==> config.mk <==
export PLATFORM = sky130hd
export DESIGN_NAME = seg_scan_ctrl_flat
export DESIGN_NICKNAME = d
export VERILOG_FILES = /design/src/rtl/seg_scan_ctrl_if.sv /design/src/rtl/seg_scan_ctrl.sv /design/src/flat_wrapper.sv
export SDC_FILE = /design/constraint.sdc
export NUM_CORES = 1
export LEC_CHECK = 0
export CAP_MARGIN = 15
export CORE_MARGIN = 3
export CORE_UTILIZATION = 35
export DETAILED_ROUTE_END_ITERATION = 10
export PLACE_DENSITY = 0.6
export SLEW_MARGIN = 10
export SYNTH_ARGS = -nofsm -noshare
export SYNTH_HDL_FRONTEND = slang
export SYNTH_SLANG_ARGS = --single-unit
==> constraint.sdc <==
create_clock -name clk -period 2.5 [get_ports clk]
set_input_delay 0.5 -clock clk [delete_from_list [all_inputs] [get_ports clk]]
set_output_delay 0.5 -clock clk [all_outputs]
set_load 0.01 [all_outputs]
==> src/rtl/seg_scan_ctrl_if.sv <==
//-----------------------------------------------------------------------------
// seg_scan_ctrl_if
//
// Purpose : valid/ready load channel for seg_scan_ctrl. One transfer happens on
//           each rising clock edge where load_valid and load_ready are both high.
//
// Signals :
//   load_valid  source -> ctrl  load_data is valid this cycle
//   load_ready  ctrl -> source  controller can accept a load this cycle
//   load_data   source -> ctrl  packed nibbles, bits [3:0] are digit 0
//
// Modports: master (value source), slave (seg_scan_ctrl).
//-----------------------------------------------------------------------------
interface seg_scan_ctrl_if #(
  parameter int NUM_DIGITS = 4
);

  logic                    load_valid;
  logic                    load_ready;
  logic [4*NUM_DIGITS-1:0] load_data;

  modport master (
    output load_valid,
    output load_data,
    input  load_ready
  );

  modport slave (
    input  load_valid,
    input  load_data,
    output load_ready
  );

endinterface : seg_scan_ctrl_if

==> src/rtl/seg_scan_ctrl.sv <==
//-----------------------------------------------------------------------------
// seg_scan_ctrl
//
// Purpose : time-multiplexing scan controller for a common-anode, multi-digit
//           seven-segment display. It shows a packed hex value one digit at a
//           time on a shared active-low segment bus, with an active-low anode
//           select. Every digit slot is REFRESH_DIV cycles long: a dwell period
//           followed by GUARD cycles with all anodes off, which suppresses
//           ghosting. New values arrive through a valid/ready channel, wait in a
//           shadow register, and are copied to the displayed value only at a
//           frame boundary, so a frame never shows a mix of two values.
//
// Ports   :
//   clk         in   single clock, rising edge
//   rst         in   synchronous reset, active low
//   lb          if   load channel (seg_scan_ctrl_if.slave)
//   seg         out  segment bus {g,f,e,d,c,b,a}, active low, registered
//   an          out  anode enables, active low, one-hot-low or all high, registered
//   frame_tick  out  one-cycle pulse on the last cycle of each frame, registered
//
// Build option:
//   SEG_LZ_BLANK_EN  when defined, leading zeros are blanked (digit 0 never).
//
// Output timing: the outputs are registered from the counter state, so they
// trail cnt/digit by one cycle. The reset cycle shows blank, and the first
// cycle after reset is released shows cnt==0 of digit 0. frame_tick is high in
// the cycle that follows the boundary edge. That cycle is the last cycle of the
// displayed frame.
//-----------------------------------------------------------------------------
module seg_scan_ctrl #(
  parameter int NUM_DIGITS  = 4,
  parameter int REFRESH_DIV = 50000,
  parameter int GUARD       = 2
) (
  input  logic                  clk,
  input  logic                  rst,
  seg_scan_ctrl_if.slave        lb,
  output logic [6:0]            seg,
  output logic [NUM_DIGITS-1:0] an,
  output logic                  frame_tick
);

  //---------------------------------------------------------------------------
  // Derived constants
  //---------------------------------------------------------------------------
  localparam int CNT_W = (REFRESH_DIV > 1) ? $clog2(REFRESH_DIV) : 1;
  localparam int DIG_W = (NUM_DIGITS  > 1) ? $clog2(NUM_DIGITS)  : 1;
  localparam int VAL_W = 4 * NUM_DIGITS;

  localparam logic [CNT_W-1:0] CNT_LAST = CNT_W'(REFRESH_DIV - 1);
  localparam logic [DIG_W-1:0] DIG_LAST = DIG_W'(NUM_DIGITS - 1);

  localparam logic [6:0] SEG_BLANK = 7'b111_1111;

  // Parameter legality, checked at elaboration.
  generate
    if (NUM_DIGITS < 1 || NUM_DIGITS > 8) begin : g_bad_digits
      $error("seg_scan_ctrl: NUM_DIGITS must be 1..8");
    end
    if (GUARD < 0 || REFRESH_DIV < GUARD + 1) begin : g_bad_timing
      $error("seg_scan_ctrl: need GUARD >= 0 and REFRESH_DIV >= GUARD+1");
    end
  endgenerate

  typedef enum logic {
    ST_SHOW  = 1'b0,
    ST_GUARD = 1'b1
  } state_e;

  //---------------------------------------------------------------------------
  // Hex to active-low segment pattern {g,f,e,d,c,b,a}
  //---------------------------------------------------------------------------
  function automatic logic [6:0] decode(input logic [3:0] nib);
    logic [6:0] s;
    unique case (nib)
      4'h0: s = 7'b100_0000;
      4'h1: s = 7'b111_1001;
      4'h2: s = 7'b010_0100;
      4'h3: s = 7'b011_0000;
      4'h4: s = 7'b001_1001;
      4'h5: s = 7'b001_0010;
      4'h6: s = 7'b000_0010;
      4'h7: s = 7'b111_1000;
      4'h8: s = 7'b000_0000;
      4'h9: s = 7'b001_0000;
      4'hA: s = 7'b000_1000;
      4'hB: s = 7'b000_0011;
      4'hC: s = 7'b100_0110;
      4'hD: s = 7'b010_0001;
      4'hE: s = 7'b000_0110;
      default: s = 7'b000_1110; // F
    endcase
    return s;
  endfunction

  //---------------------------------------------------------------------------
  // Registers
  //---------------------------------------------------------------------------
  state_e                  state_q,       state_d;
  logic [CNT_W-1:0]        cnt_q,         cnt_d;
  logic [DIG_W-1:0]        digit_q,       digit_d;
  logic [VAL_W-1:0]        active_q,      active_d;
  logic [VAL_W-1:0]        shadow_q,      shadow_d;
  logic                    shadow_full_q, shadow_full_d;
  logic                    run_q;         // low only in the cycle after reset
  logic [6:0]              seg_q,         seg_d;
  logic [NUM_DIGITS-1:0]   an_q,          an_d;
  logic                    frame_tick_q,  frame_tick_d;

  logic cnt_wrap;
  logic boundary;
  logic accept;
  logic lz_blank;

  //---------------------------------------------------------------------------
  // Slot counter and digit index
  //---------------------------------------------------------------------------
  // NOTE: every always_comb output gets a default at the top so that no path
  // leaves it unassigned; an unassigned path would infer a latch.
  always_comb begin
    cnt_wrap = (cnt_q == CNT_LAST);
    boundary = cnt_wrap && (digit_q == DIG_LAST);
    cnt_d    = cnt_q + CNT_W'(1);
    digit_d  = digit_q;
    if (cnt_wrap) begin
      cnt_d   = '0;
      digit_d = (digit_q == DIG_LAST) ? '0 : digit_q + DIG_W'(1);
    end
  end

  //---------------------------------------------------------------------------
  // Load handshake and frame-boundary commit
  //---------------------------------------------------------------------------
  // run_q keeps load_ready low in the cycle after reset, even when rst has
  // already returned high during that cycle.
  assign lb.load_ready = rst & run_q & ~shadow_full_q;
  assign accept        = lb.load_valid & lb.load_ready;

  always_comb begin
    active_d      = active_q;
    shadow_d      = shadow_q;
    shadow_full_d = shadow_full_q;
    // Commit only what was already waiting. A load accepted on the boundary
    // edge finds shadow_full_q low, so it goes to shadow and waits a frame.
    if (boundary && shadow_full_q) begin
      active_d      = shadow_q;
      shadow_full_d = 1'b0;
    end
    // accept implies shadow_full_q == 0, so it never collides with a commit.
    if (accept) begin
      shadow_d      = lb.load_data;
      shadow_full_d = 1'b1;
    end
  end

  //---------------------------------------------------------------------------
  // FSM, process 1 of 3: state register (tracks cnt_q)
  //---------------------------------------------------------------------------
  // NOTE: sequential state uses non-blocking assignments, so every flop samples
  // pre-edge values no matter how the blocks are ordered.
  always_ff @(posedge clk) begin
    if (!rst) state_q <= ST_SHOW;
    else      state_q <= state_d;
  end

  //---------------------------------------------------------------------------
  // FSM, process 2 of 3: next state. The state is a function of the counter.
  // With GUARD == 0 the threshold equals REFRESH_DIV, so ST_GUARD never occurs.
  //---------------------------------------------------------------------------
  always_comb begin
    state_d = ST_SHOW;
    if (int'(cnt_d) >= REFRESH_DIV - GUARD) state_d = ST_GUARD;
  end

  //---------------------------------------------------------------------------
  // Leading-zero blanking: the current digit is blank when it and every more
  // significant nibble are zero. Digit 0 always shows.
  //---------------------------------------------------------------------------
`ifdef SEG_LZ_BLANK_EN
  always_comb begin
    lz_blank = (digit_q != '0);
    for (int i = 0; i < NUM_DIGITS; i++) begin
      if (i >= int'(digit_q) && active_q[4*i +: 4] != 4'h0) lz_blank = 1'b0;
    end
  end
`else
  assign lz_blank = 1'b0;
`endif

  //---------------------------------------------------------------------------
  // FSM, process 3 of 3: output decode, registered below for glitch-free pins
  //---------------------------------------------------------------------------
  always_comb begin
    seg_d        = SEG_BLANK;
    an_d         = '1;
    frame_tick_d = boundary;
    unique case (state_q)
      ST_SHOW: begin
        if (!lz_blank) begin
          an_d  = ~(NUM_DIGITS'(1) << digit_q);
          seg_d = decode(active_q[4*digit_q +: 4]);
        end
      end
      default: begin
        seg_d = SEG_BLANK;
        an_d  = '1;
      end
    endcase
  end

  //---------------------------------------------------------------------------
  // Control and output registers
  //---------------------------------------------------------------------------
  always_ff @(posedge clk) begin
    if (!rst) begin
      cnt_q         <= '0;
      digit_q       <= '0;
      active_q      <= '0;
      shadow_full_q <= 1'b0;
      run_q         <= 1'b0;
      seg_q         <= SEG_BLANK;
      an_q          <= '1;
      frame_tick_q  <= 1'b0;
    end else begin
      cnt_q         <= cnt_d;
      digit_q       <= digit_d;
      active_q      <= active_d;
      shadow_full_q <= shadow_full_d;
      run_q         <= 1'b1;
      seg_q         <= seg_d;
      an_q          <= an_d;
      frame_tick_q  <= frame_tick_d;
    end
  end

  // NOTE: shadow_q holds data only. Clearing shadow_full_q in reset is enough
  // to discard it, so this register has no reset.
  always_ff @(posedge clk) begin
    shadow_q <= shadow_d;
  end

  assign seg        = seg_q;
  assign an         = an_q;
  assign frame_tick = frame_tick_q;

endmodule : seg_scan_ctrl
==> src/flat_wrapper.sv <==
// flat-port wrapper written by rule: the top's interface ports become plain ports
module seg_scan_ctrl_flat 
#(
  parameter int NUM_DIGITS  = 4,
  parameter int REFRESH_DIV = 50000,
  parameter int GUARD       = 2
)
  (clk, rst, seg, an, frame_tick, lb_load_valid, lb_load_data, lb_load_ready);
  seg_scan_ctrl_if #(.NUM_DIGITS(NUM_DIGITS)) lb_i ();
  input  logic clk;
  input  logic rst;
  output logic [6:0] seg;
  output logic [NUM_DIGITS-1:0] an;
  output logic frame_tick;
  input wire logic [$bits(lb_i.load_valid)-1:0] lb_load_valid;
  input wire logic [$bits(lb_i.load_data)-1:0] lb_load_data;
  output wire logic [$bits(lb_i.load_ready)-1:0] lb_load_ready;
  assign lb_i.load_valid = lb_load_valid;
  assign lb_i.load_data = lb_load_data;
  assign lb_load_ready = lb_i.load_ready;
  seg_scan_ctrl #(.NUM_DIGITS(NUM_DIGITS), .REFRESH_DIV(REFRESH_DIV), .GUARD(GUARD)) u_core (.clk(clk), .rst(rst), .lb(lb_i), .seg(seg), .an(an), .frame_tick(frame_tick));
endmodule
==> run_results.csv <==
group,metric,value,unit
sta,max_freq,459,MHz
final_layout,layout-drive-gt1-share,0.111,
setup_path,start_kind,"primary input",
clock_network,htree_levels,3,
routing,ant_nets,0,
routing,wirelength,5140,µm
sta,finalCritPeriodShare,0.871,
routing,vias,2103,
final_layout,final_nets,359,
synth,syn_area,2940,µm²
power_and_ir_drop,peakVddDrop,0.271,mV
setup_path,ff2ff_setup_slack,0.46,ns
clock_network,post_cts_resized,0,
sta,rsz0062_at_grt,"false",
floorplanning,initial_core_util,0.371,
setup_path,path_class,"in2out",
global_route,grt_pass1_wl,8760,µm
synth,synth-adder-area-share,0.0510,
min_path,hp-class,"reg2reg",
synth,synth_top_family_by_area,"simple AND/OR/NAND/NOR gates",
synth,yosys.area_share.simple,0.207,
min_path,min_to,"u_core.active_q[14]$_SDFFE_PN0P_",
sta,setup_ws,0.322,ns
power_and_ir_drop,total_power,1.98,mW
power_and_ir_drop,leakage,1.25,nW
synth,yosysWarnings,0,
min_path,hp-start,"u_core.active_q[14]$_SDFFE_PN0P_",
sta,slew_viol_final,0,
clock_network,clock-root-buffer,"clkbuf_8",
synth,synthCells,296,
global_route,grt-ovfl-total,0,
clock_network,cts_tree,"built",
clock_network,cts_inserted_buffers,9,
setup_path,worstPathArrival,1.68,ns
floorplanning,pin_count,32,
synth,ys_seq_area_frac,0.497,
place,place.gp.congestion,0.848,
synth,synth_nets,327,
synth,synth_cell_type_count,47,
synth,avgSynthCellArea,9.94,µm²
final_layout,area_growth,20.0,%
synth,synth_xor_xnor_area_share,0.0387,
routing,drt_iter0_markers,162,
global_route,grt_antenna_before_repair,0,
floorplanning,rows,32,
sta,max_slew_margin,0.732,
floorplanning,die_x,97.7,µm
flow_run,drv_cap,0,
global_route,grt_max_degree,31,
clock_network,max-clock-path-buffers,2,
clock_network,clk_latency,0.33,ns
sta,worst_pin_slew,0.402,ns
sta,setup_tns,0,ns
setup_path,reg2reg_from,"u_core.cnt_q[0]$_SDFF_PN0_",
final_layout,n_antenna_cell,0,
synth,synth_compound_area_frac,0.112,
floorplanning,design.core.area,7930,µm²
sta,setup_viol,0,
sta,hold_viol_final,0,
setup_path,reg2reg_to,"u_core.active_q[2]$_SDFFE_PN0P_",
routing,drt-pass1-iter-count,4,
synth,synth_ff_type,"dfxtp_1",
synth,synthMuxAreaShare,0.0480,
place,dp_hpwl,3620,µm
floorplanning,fp.dieArea,9540,µm²
clock_network,post_cts_buffers,0,
run_status,outcome,"finished, final reports clean",
routing,detail_route.wl_per_cell,11.8,µm
final_layout,instances_no_fill,435,
clock_network,clk_pin_slew_worst_paths,0.07,ns
final_layout,fin_util,0.446,
clock_network,cts.sinks,65,
global_route,first_global_vias,1940,
min_path,hold_depth,2,
setup_path,cp.required,2.00,ns
setup_path,reg2regPathDepth,8,
clock_network,ctsHoldBuffers,0,
synth,synthArstFlopShare,0,
setup_path,worst-path-max-fanout,2,
routing,routed_via_density,4.83,
sta,period_minus_slack,2.18,ns
synth,ys_ff_latch,65,
power_and_ir_drop,powerDensity,559,nW/µm²
global_route,grt.total_usage,0.114,
place,dp_cells,419,
floorplanning,die_h,97.7,µm
synth,synth_edf_count,16,
routing,drc_errors,0,
place,place_ws,0.314,ns
place,portBuffers,31,
setup_path,end_kind,"output port",
sta,fin_skew,0.00945,ns
[metrics by stage]
stage / instance area, µm² / hold WS, ns
after floorplan: 2940 / 0.428
after global placement: 3360 / 0.442
after detailed placement: 3360 / 0.448
after CTS: 3530 / 0.456
after global routing: 3530 / 0.481
final: 3530 / 0.452
[critical path, cell delays in order]
cell             delay [ns]
clkdlybuf4s50_1        0.47
nand2_1                0.05
nor2_1                 0.11
clkdlybuf4s50_1        0.55
[area by class of cell]
type | count | area [µm²]
fill | 760 | 4400
sequential | 65 | 1460
multi-input combinational | 202 | 1340
timing repair buffer | 40 | 390
clock buffer | 10 | 128
tap | 102 | 128
clock inverter | 6 | 45.0
inverter | 10 | 37.5
[registers in the layout, indices dropped and copies added, names as in the netlist]
signal and count:
u_core.active_q 16, u_core.an 4, u_core.cnt_q 16, u_core.digit_q 2, u_core.frame_tick 1, u_core.run_q 1, u_core.seg 7, u_core.shadow_full_q 1
u_core.shadow_q 16, u_core.state_q 1
[layout by cell type, fill, tap and decap left out, types with 3 or more instances in the layout]
cell	instances
nand2_1	54
dfxtp_1	49
clkdlybuf4s50_1	31
nor2_1	19
edfxtp_1	16
a21boi_0	15
ha_1	12
nand3_1	11
inv_1	10
o21ai_0	9
clkbuf_8	9
xor2_1	8
buf_4	8
a21oi_1	6
and2_1	5
nor2b_1	5
and3_1	5
xnor2_1	5
mux4_2	4
mux2i_1	4
nand2b_1	4
a211oi_1	3
o211ai_1	3
clkinvlp_4	3
[report_power, final]
part | total (mW) | internal [mW] | switching, mW | leakage (nW)
Clock | 0.772 | 0.361 | 0.411 | 0.0785
Sequential | 1.11 | 1.10 | 0.0112 | 0.545
Combinational | 0.0953 | 0.0573 | 0.0381 | 0.627
[Yosys cell counts (4+ instances only)]
library cell  count  area, µm²
nor2b_1           5       31.3
nand3_1          11       55.1
ha_1             12        150
mux2i_1           4       40.0
inv_1            10       37.5
o21ai_0           9       45.0
and3_1            5       31.3
a21oi_1           6       30.0
xnor2_1           5       43.8
nor2_1           19       71.3
buf_4             5       37.5
dfxtp_1          49        981
nand2_1          54        203
xor2_1            8       70.1
clkbuf_1         10       37.5
mux4_2            4       90.1
a21boi_0         15        113
edfxtp_1         16        480
nand2b_1          4       25.0
and2_1            5       31.3
[layer usage]
layer | global-route usage | part of all wire
met1 | 0.149 | 0.51
met2 | 0.169 | 0.44
met3 | 0.0388 | 0.044
met4 | 0.0532 | 0.0068
met5 | 0 | 0
[worst max path at each step]
stage                               start                               end  slack (ns)  cells past startpoint
2_1_floorplan  u_core.cnt_q[0]$_SDFF_PN0_  u_core.active_q[10]$_SDFFE_PN0P_        0.56                     10
3_3_place_gp                          rst                     lb_load_ready        0.34                      4
3_5_place_dp                          rst                     lb_load_ready        0.31                      4
4_1_cts                               rst                     lb_load_ready        0.31                      4
5_1_grt                               rst                     lb_load_ready        0.23                      4
6_report                              rst                     lb_load_ready        0.32                      4
[cell families (layout without fill, tap and decap cells)]
group                    count (synthesis)  after routing
AO/OA/AOI/OAI                           48             48
XOR/XNOR                                13             13
adder cells (fa/ha/maj)                 12             12
buffers and inverters                   29             66
flip-flops                              65             65
multiplexers                             9              9
AND/OR/NAND/NOR                        120            120
Power figures use the tool's default switching activity.
